===== config.mk =====
export PLATFORM = sky130hd
export DESIGN_NAME = wb_uart_rx
export DESIGN_NICKNAME = d
export VERILOG_FILES = /design/src/rtl/uart_pkg.sv /design/src/rtl/uart_rx_fifo.sv /design/src/rtl/wb_uart_rx.sv
export SDC_FILE = /design/constraint.sdc
export NUM_CORES = 1
export LEC_CHECK = 0
export ABC_AREA = 1
export BUFFER_PORTS_ARGS = -buffer_cell sky130_fd_sc_hd__buf_2
export CAP_MARGIN = 20
export CORE_ASPECT_RATIO = 1.25
export CORE_MARGIN = 4
export CORE_UTILIZATION = 35
export DETAILED_ROUTE_END_ITERATION = 10
export PLACE_DENSITY = 0.57
export SETUP_SLACK_MARGIN = 0.2
export SKIP_LAST_GASP = 1
export SYNTH_ARGS = -nofsm -noshare
export SYNTH_HDL_FRONTEND = slang
export SYNTH_SLANG_ARGS = --single-unit

===== constraint.sdc =====
create_clock -name clk -period 1.9 [get_ports clk]
set_input_delay 0.285 -clock clk [delete_from_list [all_inputs] [get_ports clk]]
set_output_delay 0.285 -clock clk [all_outputs]
set_load 0.005 [all_outputs]

===== src/rtl/uart_pkg.sv =====
// Shared constants, status-word bit positions and receiver state type for the UART receive path.
package uart_pkg;
  localparam int UART_DATA_BITS = 8;
  localparam int VALID_BIT      = 23;
  localparam int OVR_BIT        = 22;
  localparam int FERR_BIT       = 21;

  typedef enum logic [1:0] {IDLE, START, DATA, STOP} rx_state_t;
endpackage


===== src/rtl/uart_rx_fifo.sv =====
// Synchronous byte FIFO with extra-MSB pointers; a push while full is accepted only if a pop retires the head in the same cycle.
module uart_rx_fifo #(
  parameter int DEPTH = 16,
  parameter int WIDTH = 8
) (
  input  logic             clk,
  input  logic             rst,
  input  logic             push_i,
  input  logic [WIDTH-1:0] data_i,
  input  logic             pop_i,
  output logic [WIDTH-1:0] data_o,
  output logic             full_o,
  output logic             empty_o
);
  localparam int AW = $clog2(DEPTH);

  logic [WIDTH-1:0] mem_q [DEPTH];
  logic [AW:0]      wr_ptr_q, wr_ptr_d;
  logic [AW:0]      rd_ptr_q, rd_ptr_d;
  logic             push_ok, pop_ok;

  assign empty_o = (wr_ptr_q == rd_ptr_q);
  assign full_o  = ((wr_ptr_q ^ rd_ptr_q) == {1'b1, {AW{1'b0}}});
  assign pop_ok  = pop_i & ~empty_o;
  assign push_ok = push_i & (~full_o | pop_ok);
  assign data_o  = mem_q[rd_ptr_q[AW-1:0]];

  always_comb begin
    wr_ptr_d = wr_ptr_q;
    rd_ptr_d = rd_ptr_q;
    if (push_ok) wr_ptr_d = wr_ptr_q + 1'b1;
    if (pop_ok)  rd_ptr_d = rd_ptr_q + 1'b1;
  end

  always_ff @(posedge clk or posedge rst) begin
    if (rst) begin
      wr_ptr_q <= '0;
      rd_ptr_q <= '0;
    end else begin
      wr_ptr_q <= wr_ptr_d;
      rd_ptr_q <= rd_ptr_d;
    end
  end

  // Storage carries no reset; the pointers alone define which entries are live.
  always_ff @(posedge clk) begin
    if (push_ok) mem_q[wr_ptr_q[AW-1:0]] <= data_i;
  end
endmodule


===== src/rtl/wb_uart_rx.sv =====
// 8N1 UART receiver with a Wishbone status/pop word. Define UART_RX_FIFO_EN for a FIFO_DEPTH-entry
// receive FIFO; otherwise a single holding register buffers one byte.
module wb_uart_rx
  import uart_pkg::*;
#(
  parameter int CLKS_PER_BIT = 862,
  parameter int FIFO_DEPTH   = 16
) (
  input  logic        clk,
  input  logic        rst,
  input  logic        rxd,
  input  logic        cyc_i,
  input  logic        stb_i,
  input  logic        we_i,
  input  logic [31:0] dat_i,
  output logic        ack_o,
  output logic [31:0] dat_o,
  output logic        irq_o
);
  localparam int CW = $clog2(CLKS_PER_BIT);
  localparam logic [CW-1:0] HALF_CNT = CW'(CLKS_PER_BIT / 2 - 1);
  localparam logic [CW-1:0] LAST_CNT = CW'(CLKS_PER_BIT - 1);

  rx_state_t state_q, state_d;
  logic [CW-1:0] cnt_q, cnt_d;
  logic [2:0]    bit_q, bit_d;
  logic [UART_DATA_BITS-1:0] shift_q, shift_d;
  logic          meta_q, rxs_q;
  logic          ovr_q, ovr_d, ferr_q, ferr_d;
  logic          push, frame_bad, pop, full, valid, wr_clr, overrun_evt;
  logic [UART_DATA_BITS-1:0] head;
  logic          unused_ok;

  // Receiver FSM; every transition clears the bit-timing counter.
  always_comb begin
    state_d   = state_q;
    cnt_d     = cnt_q + 1'b1;
    bit_d     = bit_q;
    shift_d   = shift_q;
    push      = 1'b0;
    frame_bad = 1'b0;
    case (state_q)
      IDLE: begin
        cnt_d = '0;
        if (!rxs_q) state_d = START;
      end
      START: begin
        if (cnt_q == HALF_CNT) begin
          cnt_d   = '0;
          bit_d   = '0;
          state_d = rxs_q ? IDLE : DATA;
        end
      end
      DATA: begin
        if (cnt_q == LAST_CNT) begin
          cnt_d   = '0;
          shift_d = {rxs_q, shift_q[UART_DATA_BITS-1:1]};
          bit_d   = bit_q + 1'b1;
          if (bit_q == 3'd7) state_d = STOP;
        end
      end
      STOP: begin
        if (cnt_q == LAST_CNT) begin
          cnt_d     = '0;
          state_d   = IDLE;
          push      = rxs_q;
          frame_bad = ~rxs_q;
        end
      end
      default: begin
        cnt_d   = '0;
        state_d = IDLE;
      end
    endcase
  end

  assign pop         = cyc_i & stb_i & ~we_i & valid;
  assign wr_clr      = cyc_i & stb_i & we_i;
  assign overrun_evt = push & full & ~pop;

  // Sticky flags: a set event in the same cycle overrides a software clear.
  always_comb begin
    ovr_d  = ovr_q;
    ferr_d = ferr_q;
    if (wr_clr && dat_i[OVR_BIT])  ovr_d  = 1'b0;
    if (wr_clr && dat_i[FERR_BIT]) ferr_d = 1'b0;
    if (overrun_evt) ovr_d  = 1'b1;
    if (frame_bad)   ferr_d = 1'b1;
  end

`ifdef UART_RX_FIFO_EN
  logic empty;

  uart_rx_fifo #(
    .DEPTH(FIFO_DEPTH),
    .WIDTH(UART_DATA_BITS)
  ) u_fifo (
    .clk    (clk),
    .rst    (rst),
    .push_i (push),
    .data_i (shift_q),
    .pop_i  (pop),
    .data_o (head),
    .full_o (full),
    .empty_o(empty)
  );

  assign valid     = ~empty;
  assign unused_ok = ^{dat_i[31:23], dat_i[20:0]};
`else
  logic hold_valid_q, hold_valid_d;
  logic [UART_DATA_BITS-1:0] hold_q, hold_d;

  always_comb begin
    hold_d       = hold_q;
    hold_valid_d = hold_valid_q;
    if (pop) hold_valid_d = 1'b0;
    if (push && (!hold_valid_q || pop)) begin
      hold_d       = shift_q;
      hold_valid_d = 1'b1;
    end
  end

  always_ff @(posedge clk or posedge rst) begin
    if (rst) begin
      hold_q       <= '0;
      hold_valid_q <= 1'b0;
    end else begin
      hold_q       <= hold_d;
      hold_valid_q <= hold_valid_d;
    end
  end

  assign full      = hold_valid_q;
  assign valid     = hold_valid_q;
  assign head      = hold_q;
  assign unused_ok = ^{dat_i[31:23], dat_i[20:0], FIFO_DEPTH[0]};
`endif

  always_ff @(posedge clk or posedge rst) begin
    if (rst) begin
      state_q <= IDLE;
      cnt_q   <= '0;
      bit_q   <= '0;
      shift_q <= '0;
      meta_q  <= 1'b1;
      rxs_q   <= 1'b1;
      ovr_q   <= 1'b0;
      ferr_q  <= 1'b0;
    end else begin
      state_q <= state_d;
      cnt_q   <= cnt_d;
      bit_q   <= bit_d;
      shift_q <= shift_d;
      meta_q  <= rxd;
      rxs_q   <= meta_q;
      ovr_q   <= ovr_d;
      ferr_q  <= ferr_d;
    end
  end

  always_comb begin
    dat_o           = '0;
    dat_o[31:24]    = valid ? head : '0;
    dat_o[VALID_BIT] = valid;
    dat_o[OVR_BIT]  = ovr_q;
    dat_o[FERR_BIT] = ferr_q;
  end

  assign ack_o = stb_i;
  assign irq_o = valid;
endmodule


# Word level (Yosys, flattened, before mapping)
# Cells that the tools add are included.
[classes]
n_mul = 0
n_eq_ne = 11
reduce_logical = 14
mux = 24
addsub = 2
magnitude_cmp = 0
bitwise = 9
shift = 0
div_mod_pow = 0
[op_table]
columns = ["cell", "count"]
rows = [
  ["$pmux 10 s3", 1],
  ["$mux 10", 2],
  ["$mux 2", 6],
  ["$add 10x1->10 const B", 1],
  ["$eq 10x10->1 const B", 1],
  ["$eq 10x9->1 const B", 1],
  ["$mux 1", 10],
  ["$ne 2x2->1 const B", 5],
  ["$mux 8", 1],
  ["$pmux 2 s4", 1],
  ["$reduce_bool 2->1", 4],
  ["$and 1x1->1", 6],
  ["$mux 3", 2],
  ["$pmux 3 s2", 1],
  ["$reduce_and 5->1", 1],
  ["$eq 2x2->1 const B", 2],
  ["$add 3x1->3 const B", 1],
  ["$eq 3x3->1 const B", 1],
  ["$logic_and 1x1->1", 3],
  ["$not 1->1", 3],
  ["$reduce_and 3->1", 1],
  ["$eq 2x1->1 const B", 1],
  ["$logic_not 2->1", 1],
  ["$reduce_and 2->1", 1],
  ["other kinds (3)", 3],
]
[word_totals]
out_inout_bits = 34
reg_bits = 36
latchBits = 0
mem_bits_ro = 0
mem_count = 0
ram_bits = 0

# Longest topological paths before layout
[depth]
depth_word = 6
ltp_mapped = 10
mapped_depth_nobuf = 10

# Least setup slack after synthesis
# OpenSTA, ideal clock, no wires.
[synth_timing]
path_kind = "register -> register"
startpoint = "register cnt_q[1]"
endpoint = "register hold_q[0], in the netlist head[0]"
synth_period_minus_slack_ps = 1536
slack_ps = 364
setup_ps = 117
path_stages_with_launch = 10
arrival_ps = 1418
path_cell_list = "dfrtp_1 -> inv_1 -> ha_1 -> nand2_1 -> nor2_2 -> nand3_2 -> nor3_4 -> nand2_4 -> nand2_1 -> nand2_1"
[synth_between]
elab_chain_len = 4
[synth_rtl]
columns = ["item", "line_no", "rtl"]
rows = [
  ["from (decl)", "wb_uart_rx.sv:25", "logic [CW-1:0] cnt_q, cnt_d;"],
  ["from (signal assigned)", "wb_uart_rx.sv:152", "cnt_q <= cnt_d;"],
  ["$eq 10x10->1", "wb_uart_rx.sv:63", "if (cnt_q == LAST_CNT) begin"],
  ["$mux 1", "wb_uart_rx.sv:63", ""],
  ["$mux 1", "wb_uart_rx.sv:42", "case (state_q)"],
  ["$logic_and 1x1->1", "wb_uart_rx.sv:118", "if (push && (!hold_valid_q || pop)) begin"],
  ["to (signal assigned)", "wb_uart_rx.sv:129", "hold_q <= hold_d;"],
  ["to (decl)", "wb_uart_rx.sv:112", "logic [UART_DATA_BITS-1:0] hold_q, hold_d;"],
]
# Every way passes these cells.
# A chain may end at the register's enable or synchronous reset.

# Worst setup path in the final report
[layout_timing]
startpoint = "register cnt_q[1]"
endpoint = "register hold_q[2], in the netlist head[2]"
# Same word-level chain as after synthesis.

==> summary.md <==
| Metric | Value |
|---|---|
| Final setup viols | `0` |
| Vias/cell | `4.279` |
| PwrDens | `624.2 nW/um2` |
| Drt total wl | `3.343 mm` |
| Antenna violations before repair | `0` |
| Gr ovfl total | `0` |
| Hold Path Class | `input pin to asynchronous set/reset pin` |
| Syn Area/Cell | `8.154 um2` |
| Syn Std Cell Area | `1924 um2` |
| CP Max Fanout | `7` |
| Tmin final | `1.591 ns` |
| Vias in the first global route | `1436` |
| Multi-input gate area | `833.3 um2` |
| Total GRT Usage | `11.26%` |
| Most used DFF post-synth | `dfrtp_1` |
| Chip width | `74.32 um` |
| DRC violations left | `0` |
| Core Region | `5189 um2` |
| CTS tree | `built` |
| Clk_lat worst skew | `0.29 ns` |
| Fill count | `526` |
| Final TNS setup | `0 ns` |
| Register bit count reported by yosys | `36` |
| Crit path DAT | `1.82 ns` |
| DIE AREA | `6756 um2` |
| Maxcap violations | `0` |
| Starting Density | `37.09%` |
| Final Cycle Share | `83.75%` |
| Global-route wire length before repair | `6.106 mm` |
| Unrepaired setup endpoints after global routing | `false` |
| Layout cells sized above 1 | `20.08%` |
| Antenna Nets Post-Route | `0` |
| Maximum clock rate | `628.4 MHz` |
| Die H | `90.90 um` |
| DP Wirelength | `2.460 mm` |
| P&R area growth vs syn | `12.29%` |
| Clk root buf | `clkbuf_8` |
| PortBufs | `20` |
| 1st-iter DRT viols | `49` |
| Setup crit end kind | `flop` |
| Largest net degree at the start of global routing | `37` |
| Worst Setup EP | `head[2]` |
| Post-synth EDFFs | `0` |
| Reg2Reg Depth | `9` |
| Nets@finish | `306` |
| Worst-path clk slew | `0.08 ns` |
| Leakage | `1.224 nW` |
| Top-level port count | `72` |
| Worst EP required | `2.13 ns` |
| Clk buf depth | `2` |
| Setup crit start | `cnt_q[1]` |
| Post-Synthesis Cells | `236` |
| Num Clock Sinks | `36` |
| Synth cell types | `25` |
| Number of warning messages in the yosys log | `0` |
| Startpoint Class | `flop` |
| PnR Total Power | `1.349 mW` |
| TritonCTS Buffers | `5` |
| Post-synth ARST share | `100.0%` |
| Gpl congestion | `0.7923` |
| Initial DRT Pass Iterations | `4` |
| Reg-to-Reg Start | `cnt_q[1]` |
| Reg2reg setup slack | `0.31 ns` |
| Reg-to-Reg End | `head[2]` |
| Final Hold Viols | `0` |
| Hold-fix buffers, CTS | `0` |
| Commonest cells after routing, fill and taps aside | `73 x nand2_1, 33 x dfrtp_1, 21 x inv_1, 21 x conb_1, 20 x buf_2` |
| Final Max Tran Viols | `0` |
| Most common cell after layout, fill and taps aside | `nand2_1` |
| Worst Skew | `0.005732 ns` |
| CTS H-tree lvls | `2` |
| Register area share after synthesis | `46.94%` |
| Via count | `1395` |
| Rows | `29` |
| Per-cell routed wire length | `10.25 um` |
| CP Class | `flop to flop` |
| # diodes | `0` |
| Register Area | `904.6 um2` |
| Outcome | `complete, no violations` |
| Peak supply drop | `337.9 uV` |
## power breakdown
part           internal (mW)  switching (mW)  leakage (nW)
logic                 0.0100          0.0320         0.696
clock network          0.255           0.278        0.0479
registers              0.771         0.00259         0.479
total                   1.04           0.313          1.22
## Yosys cell counts, drive strengths merged, types with 2 or more instances
cell | instances | area, um2
buf | 27 | 197.7
nand2 | 75 | 289.0
nand4 | 8 | 50.05
o21ai | 7 | 42.54
dfstp | 2 | 52.55
nor2 | 20 | 80.07
inv | 25 | 93.84
xor2 | 4 | 35.03
dfrtp | 34 | 850.8
xnor2 | 2 | 17.52
nand3 | 17 | 90.09
nor3 | 5 | 36.29
ha | 5 | 62.56
## cell families (layout without fill, tap and decap cells)
logic type      count (synthesis)  count (layout)  share of synthesized area, %
xor+xnor                        6               6                         2.731
buf+inv                        53              61                         15.34
flops                          36              36                         46.94
fa+ha+maj                       5               5                         3.251
simple gates                  126             126                         28.67
other cells                     1              21                        0.1949
compound gates                  9               9                         2.861
## worst min-delay path by stage
stage	slack, ns	end	cells past startpoint	from
after floorplan	0.29	meta_q	0	rxd
final	0.08	bit_q[0]	3	rst
after global routing	0.07	meta_q	1	rxd
after global placement	0.35	rxs_q	0	meta_q
after CTS	0.08	meta_q	1	rxd
after detailed placement	0.35	rxs_q	0	meta_q
## layout make-up
class	count	area share, %
inverter	25	4.343
multi-input combinational	167	38.56
clock buffer	5	3.185
sequential	36	41.86
clock inverter	3	0.8686
timing repair buffer	28	7.585
tap	62	3.590
## what timing repair did
item | CTS | global route
resized for setup | 0 | 10
endpoints found under the setup margin | 0 | 25
buffers inserted | 0 | 4
## stage by stage
step,setup WS [ns],instances,util [%],area (um2),hold WS (ns)
finish,0.3087,326,41.64,2161,0.08179
global route,0.1853,326,41.64,2161,0.07417
CTS,0.2439,322,40.34,2093,0.08425
detailed placement,0.2596,314,38.65,2006,0.3487
global placement,0.2583,314,38.65,2006,0.3458
floorplan,0.3645,256,-,1999,0.2895
## routing by layer
metal | global-route usage, % | wire length (um)
met5 | 0 | 0
met4 | 4.006 | 78
met3 | 3.341 | 178
met2 | 19.82 | 1675
met1 | 12.55 | 1411
## worst max-delay path, cell delays in order (launching register included)
cell and delay, ns:
dfrtp_1 0.42, inv_2 0.10, ha_4 0.13, nand2_2 0.06
nor2_4 0.11, nand3_4 0.11, nor3_4 0.30, buf_6 0.17
nand3_1 0.07, nand2_1 0.06
## registers in the layout, summed over array words and instances (netlist names), named ones only
name	cells
ferr_q	1
irq_o	1
ovr_q	1
rxs_q	1
state_q	1
meta_q	1
shift_q	8
head	8
cnt_q	10
bit_q	3
(Power assumes the default switching activity.)
